## src/rtl/uart_tx_fifo.sv

```systemverilog
`default_nettype none
// ============================================================================
//  Module   : uart_tx_fifo
//  Purpose  : Buffered UART transmitter. Bytes are pushed through a
//             valid/ready port into a circular FIFO. A frame FSM serialises
//             each byte as start bit, 8 data bits LSB-first, an optional
//             even-parity bit and 1 or 2 stop bits.
//  Ports    : clk_i, rst_i (async, active-high)
//             tx_data_i / tx_valid_i / tx_ready_o : byte push port
//             baud_div_i   : clocks per bit (0 behaves as 1)
//             parity_en_i  : insert even-parity bit
//             stopbits_i   : 0 = one stop bit, 1 = two stop bits
//             tx_o         : serial line, idles high, driven from a flop
//             busy_o       : frame in progress or FIFO not empty
//             fifo_count_o : FIFO occupancy
//  Revision : 1.0  initial release
// ============================================================================
module uart_tx_fifo #(
  parameter int FIFO_DEPTH = 4
) (
  input  logic                          clk_i,
  input  logic                          rst_i,
  input  logic [7:0]                    tx_data_i,
  input  logic                          tx_valid_i,
  output logic                          tx_ready_o,
  input  logic [15:0]                   baud_div_i,
  input  logic                          parity_en_i,
  input  logic                          stopbits_i,
  output logic                          tx_o,
  output logic                          busy_o,
  output logic [$clog2(FIFO_DEPTH):0]   fifo_count_o
);

  localparam int AW = $clog2(FIFO_DEPTH);
  localparam int CW = AW + 1;
  localparam logic [CW-1:0] FULL_COUNT = CW'(FIFO_DEPTH);

  typedef enum logic [2:0] {
    ST_IDLE   = 3'd0,
    ST_START  = 3'd1,
    ST_DATA   = 3'd2,
    ST_PARITY = 3'd3,
    ST_STOP   = 3'd4
  } state_t;

  // --------------------------------------------------------------------------
  // FIFO storage and pointers
  // --------------------------------------------------------------------------
  logic [7:0]    mem [FIFO_DEPTH];
  logic [AW-1:0] wr_ptr;
  logic [AW-1:0] rd_ptr;
  logic [CW-1:0] count;
  logic          push;
  logic          pop;
  logic          fifo_nonempty;
  logic [7:0]    head;

  assign tx_ready_o    = (count != FULL_COUNT);
  assign push          = tx_valid_i && tx_ready_o;
  assign fifo_nonempty = (count != '0);
  assign head          = mem[rd_ptr];
  assign fifo_count_o  = count;

  // Storage needs no reset: pointers and count define which entries are live.
  always_ff @(posedge clk_i) begin
    if (push) begin
      mem[wr_ptr] <= tx_data_i;
    end
  end

  always_ff @(posedge clk_i or posedge rst_i) begin
    if (rst_i) begin
      wr_ptr <= '0;
      rd_ptr <= '0;
      count  <= '0;
    end else begin
      if (push) begin
        wr_ptr <= wr_ptr + AW'(1);
      end
      if (pop) begin
        rd_ptr <= rd_ptr + AW'(1);
      end
      // Simultaneous push and pop leaves the occupancy unchanged.
      case ({push, pop})
        2'b10:   count <= count + CW'(1);
        2'b01:   count <= count - CW'(1);
        default: count <= count;
      endcase
    end
  end

  // --------------------------------------------------------------------------
  // Frame FSM and datapath registers
  // --------------------------------------------------------------------------
  state_t      state, state_n;
  logic [7:0]  shift, shift_n;
  logic        parity_bit, parity_n;
  logic [15:0] cfg_div, cfg_div_n;
  logic        cfg_par, cfg_par_n;
  logic        cfg_stop2, cfg_stop2_n;
  logic [15:0] baud_cnt, baud_n;
  logic [2:0]  bit_cnt, bit_n;
  logic        stop_second, stop_second_n;
  logic        tx_reg, tx_n;
  logic        load;
  logic        bit_end;

  // cfg_div is never zero while a frame is active, so D-1 cannot underflow
  // in any state where bit_end is used.
  assign bit_end = (baud_cnt == (cfg_div - 16'd1));

  always_ff @(posedge clk_i or posedge rst_i) begin
    if (rst_i) begin
      state       <= ST_IDLE;
      shift       <= '0;
      parity_bit  <= 1'b0;
      cfg_div     <= '0;
      cfg_par     <= 1'b0;
      cfg_stop2   <= 1'b0;
      baud_cnt    <= '0;
      bit_cnt     <= '0;
      stop_second <= 1'b0;
      tx_reg      <= 1'b1;
    end else begin
      state       <= state_n;
      shift       <= shift_n;
      parity_bit  <= parity_n;
      cfg_div     <= cfg_div_n;
      cfg_par     <= cfg_par_n;
      cfg_stop2   <= cfg_stop2_n;
      baud_cnt    <= baud_n;
      bit_cnt     <= bit_n;
      stop_second <= stop_second_n;
      tx_reg      <= tx_n;
    end
  end

  always_comb begin
    state_n       = state;
    shift_n       = shift;
    parity_n      = parity_bit;
    cfg_div_n     = cfg_div;
    cfg_par_n     = cfg_par;
    cfg_stop2_n   = cfg_stop2;
    baud_n        = baud_cnt;
    bit_n         = bit_cnt;
    stop_second_n = stop_second;
    load          = 1'b0;
    pop           = 1'b0;
    tx_n          = 1'b1;

    case (state)
      ST_IDLE: begin
        if (fifo_nonempty) begin
          load = 1'b1;
        end
      end
      ST_START: begin
        if (bit_end) begin
          state_n = ST_DATA;
          bit_n   = 3'd0;
        end
      end
      ST_DATA: begin
        if (bit_end) begin
          shift_n = {1'b0, shift[7:1]};
          if (bit_cnt == 3'd7) begin
            bit_n         = 3'd0;
            stop_second_n = 1'b0;
            state_n       = cfg_par ? ST_PARITY : ST_STOP;
          end else begin
            bit_n = bit_cnt + 3'd1;
          end
        end
      end
      ST_PARITY: begin
        if (bit_end) begin
          state_n       = ST_STOP;
          stop_second_n = 1'b0;
        end
      end
      ST_STOP: begin
        if (bit_end) begin
          // Two stop bits are sent as two consecutive D-cycle periods.
          if (cfg_stop2 && !stop_second) begin
            stop_second_n = 1'b1;
          end else if (fifo_nonempty) begin
            load = 1'b1;
          end else begin
            state_n = ST_IDLE;
          end
        end
      end
      default: begin
        state_n = ST_IDLE;
      end
    endcase

    // Baud counter runs only inside a frame and restarts at every bit boundary.
    if (state == ST_IDLE) begin
      baud_n = '0;
    end else begin
      baud_n = bit_end ? 16'd0 : (baud_cnt + 16'd1);
    end

    // Frame start: pop the head, snapshot the line configuration.
    if (load) begin
      pop           = 1'b1;
      state_n       = ST_START;
      shift_n       = head;
      parity_n      = ^head;
      cfg_div_n     = (baud_div_i == 16'd0) ? 16'd1 : baud_div_i;
      cfg_par_n     = parity_en_i;
      cfg_stop2_n   = stopbits_i;
      baud_n        = '0;
      bit_n         = 3'd0;
      stop_second_n = 1'b0;
    end

    // Line level is a function of the next state so that tx_o is a pure flop.
    case (state_n)
      ST_START:  tx_n = 1'b0;
      ST_DATA:   tx_n = shift_n[0];
      ST_PARITY: tx_n = parity_n;
      default:   tx_n = 1'b1;
    endcase
  end

  assign tx_o   = tx_reg;
  assign busy_o = (state != ST_IDLE) || fifo_nonempty;

endmodule
`default_nettype wire

```

## config.mk

```make
export PLATFORM = sky130hd
export DESIGN_NAME = uart_tx_fifo
export DESIGN_NICKNAME = d
export VERILOG_FILES = /design/src/rtl/uart_tx_fifo.sv
export SDC_FILE = /design/constraint.sdc
export NUM_CORES = 1
export LEC_CHECK = 0
export CORE_MARGIN = 5
export CORE_UTILIZATION = 60
export CTS_BUF_LIST = sky130_fd_sc_hd__clkbuf_2 sky130_fd_sc_hd__clkbuf_4 sky130_fd_sc_hd__clkbuf_8
export DETAILED_ROUTE_END_ITERATION = 7
export PLACE_DENSITY = 0.81
export SYNTH_ARGS = -nofsm -noshare
export SYNTH_HDL_FRONTEND = slang
export SYNTH_SLANG_ARGS = --single-unit
export TNS_END_PERCENT = 5
```

## constraint.sdc

```tcl
create_clock -name clk_i -period 4.46 [get_ports clk_i]
set_input_delay 0.446 -clock clk_i [delete_from_list [all_inputs] [get_ports clk_i]]
set_output_delay 0.446 -clock clk_i [all_outputs]
set_load 0.005 [all_outputs]
```

**Word level (Yosys, flattened, before mapping)**

Memory sizes are Yosys's and may differ from the RTL's.
Cells that the tools add are included.

- Word-level logic and storage cells: 96
- Bits of input ports: 29
- Bits in writable memories: 32
- Output and inout bits: 6
- Bits in registers: 58
- Memories kept: 1

Memory list:

| name | words | bits a word | read ports | clocked after Yosys merged registers in | write ports | line | source |
|---|---|---|---|---|---|---|---|
| mem | 4 | 8 | 1 | 0 | 1 | 49 | `logic [7:0] mem [FIFO_DEPTH];` |

- Eq/ne operators: 18
- Mux-type cells: 39
- Reduce and logical (&&, ||, !) cells: 17
- Add/sub/neg operators: 7

Operators by type and width:

| operator | number |
|---|---|
| 16-bit two-way mux | 4 |
| 3-bit two-way mux | 13 |
| 8-bit two-way mux | 3 |
| 3-bit inequality test, second input constant | 7 |
| 16-bit by 1-bit adder with 16-bit output, second input constant | 1 |
| 16-bit == test | 1 |
| 16-bit logical NOT | 1 |
| 16-bit by 1-bit subtractor with 16-bit output, second input constant | 1 |
| 3-bit one-hot mux with 5 select lines | 1 |
| 1-bit two-way mux | 13 |
| 3-bit by 2-bit == test with 1-bit output, second input constant | 4 |
| 3-bit one-hot mux with 2 select lines | 2 |
| 3-bit nonzero test | 3 |
| 8-bit XOR reduction | 1 |
| 3-bit by 1-bit adder with 3-bit output, second input constant | 2 |
| 3-bit by 1-bit == test with 1-bit output, second input constant | 2 |
| 3-bit == test, second input constant | 2 |
| 1-bit one-hot mux with 3 select lines | 2 |
| 6-bit AND reduction | 1 |
| 2-bit nonzero test | 3 |
| 2-bit by 1-bit adder with 2-bit output, second input constant | 2 |
| 4-bit nonzero test | 1 |
| 3-bit logical NOT | 1 |
| 3-bit AND reduction | 1 |
| other kinds (8) | 9 |

**Logic depth before layout (Yosys ltp)**

Gate-level depths: netlist (run 1).

- Word-level depth: 8
- Gate-level depth with buffers: 16

**Worst setup path after synthesis (run 1)**

OpenSTA, ideal clock, no wires.

- Path type: register to register
- Start: register cfg_div[9]
- End: register count[2], in the netlist fifo_count_o[2]
- Buffers on the path: 0
- Stages on the path, launching flop included: 14
- Setup time: 0.079 ns
- Required time: 4.381 ns
- Slack: 1.216 ns
- Data arrival time: 3.165 ns
- Path through: dfrtp_1 > nor4_1 > nand2_1 > xnor2_1 > or3_1 > or4_4 > a2bb2oi_4 > clkinv_2 > ha_1 > inv_1 > fa_1 > xor2_1 > nor2_1 > xor2_1

- Word-level cells in the longest chain between the ends: 7
- Elaborated cells on any way between the ends: 9
- Classes of those cells: add/sub: 1; eq/ne: 3; mux: 4; reduce/logical: 1

Ends and longest elaborated chain:

| item | line | source |
|---|---|---|
| start: declaration | 98 | `logic [15:0] cfg_div, cfg_div_n;` |
| start signal: assignment | 128 | `cfg_div <= cfg_div_n;` |
| 16-bit by 1-bit subtractor with 16-bit output (*) | 110 | `assign bit_end = (baud_cnt == (cfg_div - 16'd1));` |
| 16-bit == test (*) | 110 |  |
| 1-bit two-way mux (*) | 183 | `if (bit_end) begin` |
| 1-bit one-hot mux with 2 select lines (*) | 152 | `case (state)` |
| via load | 105 | `logic load;` |
| 1-bit two-way mux (*) | 207 | `if (load) begin` |
| 2-bit by 1-bit == test with 1-bit output or 2-bit == test (tied branches) | 84 | `case ({push, pop})` |
| 3-bit one-hot mux with 2 select lines or 2-bit nonzero test (tied branches) | - |  |
| end signal: assignment | 85 | `2'b10: count <= count + CW'(1);` |
| end signal: assignment | 86 | `2'b01: count <= count - CW'(1);` |
| end signal: assignment | 87 | `default: count <= count;` |
| end: declaration | 52 | `logic [CW-1:0] count;` |

The timed path passes the listed nets; every way through them passes the cells marked *.
A chain may end at the register's enable or synchronous reset.

**Worst setup path in the final report (run 1)**

- Start: register cfg_div[2]
- End: register count[2], in the netlist fifo_count_o[2]

The elaborated chain is that of the path after synthesis.

==> run_results.csv, run 1 <==
group,metric,value,unit
outcome,run_status,"completed",
place,portBuffers,34,
clock_network,cts_max_level,3,
synth,synthArstFlopShare,0.6444,
synth,ys_types,63,
sta,max-slew-margin-rel,0.5338,
critical_path,crit_path_start_kind,"flip-flop",
critical_path,worst_setup_path_end_kind,"flip-flop",
synth,synth.yosys.seq_area_share,0.5145,
die,row_count,32,
power,switching_pwr,0.001182,W
sta,final_max_slew_viol_count,0,
route,routed_wirelength,8716,um
die,die_area,9687,um^2
die,floorplan.io_pins,35,
route,avgViaCountPerCell,5.702,
power,irDropWorstVdd,0.0003544,V
clock_network,cts_bufs_inserted,9,
synth,number_of_enable_type_register_cells_in_the_synthesized_netlist,32,
critical_path,critical_path_buf_inv_count,2,
sta,maxClockFrequency,280.3,MHz
power,clockPowerShare,0.185,
die,effective_utilization_at_floorplan,0.6102,
clock_network,post_cts.resized_instances,0,
global_route,globalRoute.totalOverflow,0,
place,detailed_place_hpwl,6541,um
critical_path,timing.critical_path.slowest_stage_cell,"nor3_2",
die,floorplan.die.height,98.42,um
power,power_switching_share,0.3677,
global_route,grt_first_pass_wirelength,15080,um
critical_path,crit_path_frequent_cell,"xor2_1",
synth,yosys.area_share.simple,0.1475,
clock_network,tritoncts_clock_tree,"yes",
global_route,first_global_vias,3212,
power,intPower,0.002032,W
synth,largest_family_of_logic_cells_by_synthesized_area,"simple AND/OR/NAND/NOR gates",
layout,final_cell_mix,"dfrtp_1 (57), nor2_1 (39), clkdlybuf4s50_1 (34), edfxtp_1 (32), xnor2_1 (26)",
critical_path,crit_required,4.75,ns
synth,synth_compound_area_frac,0.07655,
sta,final_hold_viol_count,0,
sta,setup-violations-final,0,
place,dpl_cell_area,5081,um^2
clock_network,post_cts_setup_bufs,0,
synth,synth_adder_area_share,0.02827,
layout,mostFrequentLayoutCell,"dfrtp_1",
synth,syn_area,4691,um^2
layout,diodes,0,
power,seq_power_share,0.429,
route,route.antenna.remaining_nets,0,
layout,n_fill_cell,594,
power,powerDensity,606.7,nW/um^2
clock_network,numClockSinks,90,
synth,postSynthCellCount,389,
critical_path,max_stage_delay,0.62,ns
route,drc,0,
synth,avgSynthCellArea,12.06,um^2
place,gp_congestion,0.8875,
power,comb_power_share,0.386,
global_route,grt_antenna_before_repair,0,
synth,synth.ff_latch_count,90,
route,drt_iter0_markers,104,
synth,postSynth.topFlopCell,"dfrtp_1",
clock_network,cts_buffer_depth,2,
critical_path,critical_path.cell_chain,"nor3_2 > and3_1 > a311oi_2 > or4_4 > a2bb2oi_4 > clkinv_2 > ha_1 > inv_1 > fa_1 > xor2_1 > nor2_1 > xor2_1",
die,die-width,98.42,um
synth,postSynthNetCount,428,
clock_network,hold_buffers,0,
critical_path,crit-reg2reg-launch,"cfg_div[2]",
place,preCtsSetupSlack,0.9350,ns
worst_hold_path,holdCritPathClass,"input pin to async pin",
layout,layout_cells_sized_above_1,0.1435,
synth,synth.area.mux_share,0.1096,
route,dr_total_vias,3005,
synth,synthXorXnorAreaFrac,0.09149,
global_route,global_route.usage.total,0.1927,
sta,grt_setup_unrepaired,"false",
critical_path,r2r-end,"fifo_count_o[2]",
layout,final_design_area_no_fill,5298,um^2
sta,layout_setup_ws,0.8926,ns
critical_path,cp_max_fo,13,
clock_network,clock_latency,0.35,ns
critical_path,worstSetupEndpoint,"fifo_count_o[2]",
critical_path,rrSetupSlack,0.89,ns
critical_path,cp_data_arrival_time,3.85,ns
critical_path,cell_count_along_the_critical_path,12,
critical_path,depth_of_the_worst_register_to_register_path,12,
sta,min_period,3.567,ns
clock_network,worst_setup_hold_path_clk_slew,0.10,ns
die,placeableCoreArea,7687,um^2
critical_path,critPathTopFamily,"simple AND/OR/NAND/NOR gates",
global_route,pin_count_of_the_biggest_net_entering_global_routing,56,
synth,yosysWarnings,0,
sta,worst_clock_skew,0.009241,ns
critical_path,startpoint,"cfg_div[2]",
run,maxCapViolCount,0,
layout,area.growth.synth_to_final,12.94,%
power,cellLeakagePower,2.188,nW
clock_network,root_buffer,"clkbuf_8",
sta,fin_crit_sh,0.7999,
layout,num-nets-final,459,
sta,fin_setup_tns,0,ns
route,first_pass_iters,4,
route,post_drt_wl_per_cell,16.54,um
sta,worst_tran_pin_value,0.6955,ns
critical_path,worstSetupPathType,"flip-flop to flip-flop",
synthesized netlist by cell type (3+ instances only):
library cell  number  area, um^2
a21o_1             4       30.03
a21oi_1           13       65.06
and3_1            10       62.56
buf_2              5       25.02
buf_6              3       33.78
clkbuf_1           7       26.28
dfrtp_1           57        1426
edfxtp_1          32       960.9
ha_1               9       112.6
inv_1             12       45.04
mux2_2             3       33.78
mux2_4            16       240.2
mux2i_1            6       60.06
mux4_2             8       180.2
nand2_1           20       75.07
nand2b_1           3       18.77
nand3_1           15       75.07
nand4_1            3       18.77
nor2_1            39       146.4
nor2b_1            4       25.02
nor3_1             8       40.04
nor4_1             8       50.05
o21ai_0            6       30.03
or3_1              3       18.77
xnor2_1           26       227.7
xor2_1            23       201.4
through the flow:
step / total power [W] / utilization / hold slack [ns] / instances
2_1_floorplan: 0.002342 / - / 0.4538 / 389
3_3_place_gp: 0.002570 / 0.6610 / 0.4689 / 511
3_5_place_dp: 0.002638 / 0.6610 / 0.4883 / 511
4_1_cts: 0.003232 / 0.6891 / 0.2399 / 527
5_1_grt: 0.003436 / 0.6891 / 0.2423 / 527
6_report: 0.003214 / 0.6891 / 0.2492 / 527
per-layer routing:
metal | global-route usage | up-vias | share of wire
li1 | - | 1459 | -
met1 | 0.2327 | 1467 | 0.41
met2 | 0.3391 | 60 | 0.53
met3 | 0.03892 | 19 | 0.032
met4 | 0.07563 | 0 | 0.025
met5 | 0 | - | 0
state kept, by name, indices dropped and copies added (netlist names):
name,count
mem,32
tx_o,1
baud_cnt,16
cfg_div,16
shift,8
bit_cnt,3
rd_ptr,2
cfg_par,1
fifo_count_o,3
parity_bit,1
stop_second,1
cfg_stop2,1
state,3
wr_ptr,2
power groups by stage:
| stage | Combinational (W) | Clock (W) | Sequential (W) |
|---|---|---|---|
| 2_1_floorplan | 0.00107 | 0 | 0.00127 |
| 6_report | 0.00124 | 0.000594 | 0.00138 |
| 3_5_place_dp | 0.00124 | 0 | 0.00139 |
| 5_1_grt | 0.00138 | 0.000638 | 0.00142 |
| 4_1_cts | 0.00125 | 0.000603 | 0.00138 |
| 3_3_place_gp | 0.00119 | 0 | 0.00138 |
final cells by class:
| type | count | area, um^2 | share of cell area |
|---|---|---|---|
| sequential | 90 | 2414 | 0.4556 |
| multi-input combinational | 269 | 2127 | 0.4015 |
| timing repair buffer | 37 | 362.8 | 0.06849 |
| tap | 102 | 127.6 | 0.02409 |
| clock buffer | 9 | 123.9 | 0.02338 |
| clock inverter | 7 | 92.59 | 0.01748 |
| inverter | 13 | 50.05 | 0.009447 |
worst min path at each step:
stage	start	depth (start not counted)	end	slack (ns)
after floorplan	bit_cnt[1]	2	bit_cnt[1]	0.45
after global placement	bit_cnt[2]	2	bit_cnt[2]	0.47
after detailed placement	bit_cnt[1]	2	bit_cnt[1]	0.49
after CTS	rst_i	2	wr_ptr[1]	0.24
after global routing	rst_i	2	wr_ptr[1]	0.24
final	rst_i	2	wr_ptr[1]	0.25
cell families (layout without fill, tap and decap cells):
family,after synthesis,after routing
AOI/OAI and AO/OA,46,46
xor gates and xnor gates,49,49
adders and majority gates,10,10
buffers and inverters,30,66
DFF,90,90
muxes,33,33
and+or+nand+nor,131,131
Note: power is estimated with default switching activity, not from simulation.
==> run 2, diff against run 1 <==
==> constraint.sdc (replaced) <==
create_clock -name clk_i -period 3.4 [get_ports clk_i]
set_input_delay 0.34 -clock clk_i [delete_from_list [all_inputs] [get_ports clk_i]]
set_output_delay 0.34 -clock clk_i [all_outputs]
set_load 0.005 [all_outputs]
==> run_results.csv, run 2 (synthesized netlist as in run 1, its figures left out) <==
group,metric,value,unit
power,clockPowerShare,0.171,
clock_network,root_buffer,"clkbuf_8",
sta,worst_tran_pin_value,0.6491,ns
worst_hold_path,holdCritPathClass,"input pin to async pin",
route,drt_iter0_markers,80,
layout,final_cell_mix,"dfrtp_1 (55), nor2_1 (38), clkdlybuf4s50_1 (34), edfxtp_1 (32), xnor2_1 (26)",
die,die_area,9687,um^2
power,irDropWorstVdd,0.0004927,V
layout,num-nets-final,475,
power,power_switching_share,0.3774,
critical_path,cp_max_fo,5,
sta,worst_clock_skew,0.01050,ns
sta,maxClockFrequency,309.6,MHz
global_route,first_global_vias,3256,
clock_network,numClockSinks,90,
power,switching_pwr,0.001636,W
place,preCtsSetupSlack,0.05280,ns
die,die-width,98.42,um
die,effective_utilization_at_floorplan,0.6102,
run,maxCapViolCount,0,
route,routed_wirelength,9148,um
global_route,globalRoute.totalOverflow,0,
layout,mostFrequentLayoutCell,"dfrtp_1",
route,first_pass_iters,4,
critical_path,critical_path.cell_chain,"nor4_4 > nand2_1 > xnor2_1 > or3_4 > or4_4 > a2bb2oi_4 > clkinv_2 > ha_1 > inv_1 > fa_1 > xor2_1 > nor2_1 > xor2_1",
clock_network,tritoncts_clock_tree,"yes",
sta,grt_setup_unrepaired,"false",
power,intPower,0.002698,W
layout,area.growth.synth_to_final,16.67,%
sta,fin_setup_tns,0,ns
clock_network,cts_bufs_inserted,9,
sta,final_max_slew_viol_count,0,
place,detailed_place_hpwl,6725,um
critical_path,worst_setup_path_end_kind,"flip-flop",
layout,diodes,0,
outcome,run_status,"completed",
critical_path,max_stage_delay,0.44,ns
critical_path,startpoint,"cfg_div[9]",
power,cellLeakagePower,2.270,nW
sta,max-slew-margin-rel,0.5633,
clock_network,worst_setup_hold_path_clk_slew,0.10,ns
die,floorplan.die.height,98.42,um
critical_path,timing.critical_path.slowest_stage_cell,"or4_4",
die,row_count,32,
sta,final_hold_viol_count,0,
route,post_drt_wl_per_cell,16.85,um
place,portBuffers,34,
sta,setup-violations-final,0,
critical_path,worstSetupPathType,"flip-flop to flip-flop",
global_route,grt_first_pass_wirelength,15420,um
layout,largest_register_ffs,32,
sta,fin_crit_sh,0.9499,
critical_path,crit_required,3.70,ns
power,seq_power_share,0.418,
route,drc,0,
place,gp_congestion,0.8573,
global_route,global_route.usage.total,0.1978,
critical_path,cp_data_arrival_time,3.53,ns
critical_path,crit_path_start_kind,"flip-flop",
critical_path,critical_path_buf_inv_count,2,
critical_path,crit-reg2reg-launch,"cfg_div[9]",
layout,reg_top3,"mem: 32 flops, baud_cnt: 16 flops, cfg_div: 16 flops",
power,comb_power_share,0.411,
layout,max_flop_register,"mem",
route,route.antenna.remaining_nets,0,
sta,min_period,3.229,ns
global_route,grt_antenna_before_repair,0,
critical_path,crit_path_frequent_cell,"xor2_1",
route,avgViaCountPerCell,5.683,
route,dr_total_vias,3086,
clock_network,cts_buffer_depth,2,
sta,layout_setup_ws,0.1705,ns
clock_network,clock_latency,0.37,ns
global_route,pin_count_of_the_biggest_net_entering_global_routing,37,
power,powerDensity,791.8,nW/um^2
critical_path,critPathTopFamily,"simple AND/OR/NAND/NOR gates",
layout,layout_cells_sized_above_1,0.1950,
die,floorplan.io_pins,35,
clock_network,cts_max_level,3,
die,placeableCoreArea,7687,um^2
-- run 2: cell type report --
cell class	instances	area, um^2
Clock buffer	9	123.9
Timing Repair Buffer	52	475.5
Clock inverter	7	73.82
Multi-Input combinational cell	270	2206
Inverter	13	50.05
Sequential cell	90	2416
Tap cell	102	127.6
Fill cell	544	2215
-- run 2: worst paths after layout --
| path | end | slack, ns | depth (start not counted) |
|---|---|---|---|
| setup / recovery | fifo_count_o[2] | 0.17 | 13 |
| hold / removal | wr_ptr[1] | 0.32 | 2 |
| setup reg to reg | fifo_count_o[2] | 0.17 | 13 |
| hold reg to reg | bit_cnt[2] | 0.50 | 2 |
| max in group asynchronous | cfg_div[11] | 2.43 | 3 |
| min in group clk_i | bit_cnt[2] | 0.50 | 2 |
-- run 2: per-layer routing --
layer / share of wire / track usage
met1: 0.42 / 0.2455
met4: 0.023 / 0.06933
met5: 0 / 0
met3: 0.031 / 0.04246
met2: 0.53 / 0.3427
-- run 2: worst register-to-register path: stages, from the launching register on --
cell and delay (ns):
dfrtp_1 0.42, nor4_4 0.29, nand2_1 0.10, xnor2_1 0.18, or3_4 0.40, or4_4 0.44
a2bb2oi_4 0.19, clkinv_2 0.11, ha_1 0.18, inv_1 0.06, fa_1 0.37, xor2_1 0.15
nor2_1 0.11, xor2_1 0.17
-- run 2: per-stage QoR --
step                      power [W]  utilization  instances  hold WS [ns]  cell area [um^2]
after global routing       0.004626       0.7119        543        0.3568              5473
after detailed placement   0.003529       0.6746        525        0.4832              5186
after global placement     0.003449       0.6746        525        0.4703              5186
final                      0.004333       0.7119        543        0.3169              5473
after floorplan            0.003073            -        389        0.4389              4691
after CTS                  0.004269       0.7004        541        0.3294              5384
-- run 2: timing repair --
action                                  in CTS  in global routing
hold buffers                                 0                  0
buffers inserted                             0                  1
gates resized for setup                      0                 13
endpoints found under the setup margin       0                  2
-- run 2: power by group through the flow --
stage | Sequential, W | Combinational [W] | Clock, W
after floorplan | 0.00167 | 0.00140 | 0
after global placement | 0.00177 | 0.00168 | 0
after detailed placement | 0.00180 | 0.00173 | 0
after CTS | 0.00178 | 0.00174 | 0.000747
after global routing | 0.00187 | 0.00195 | 0.000808
final | 0.00181 | 0.00178 | 0.000740
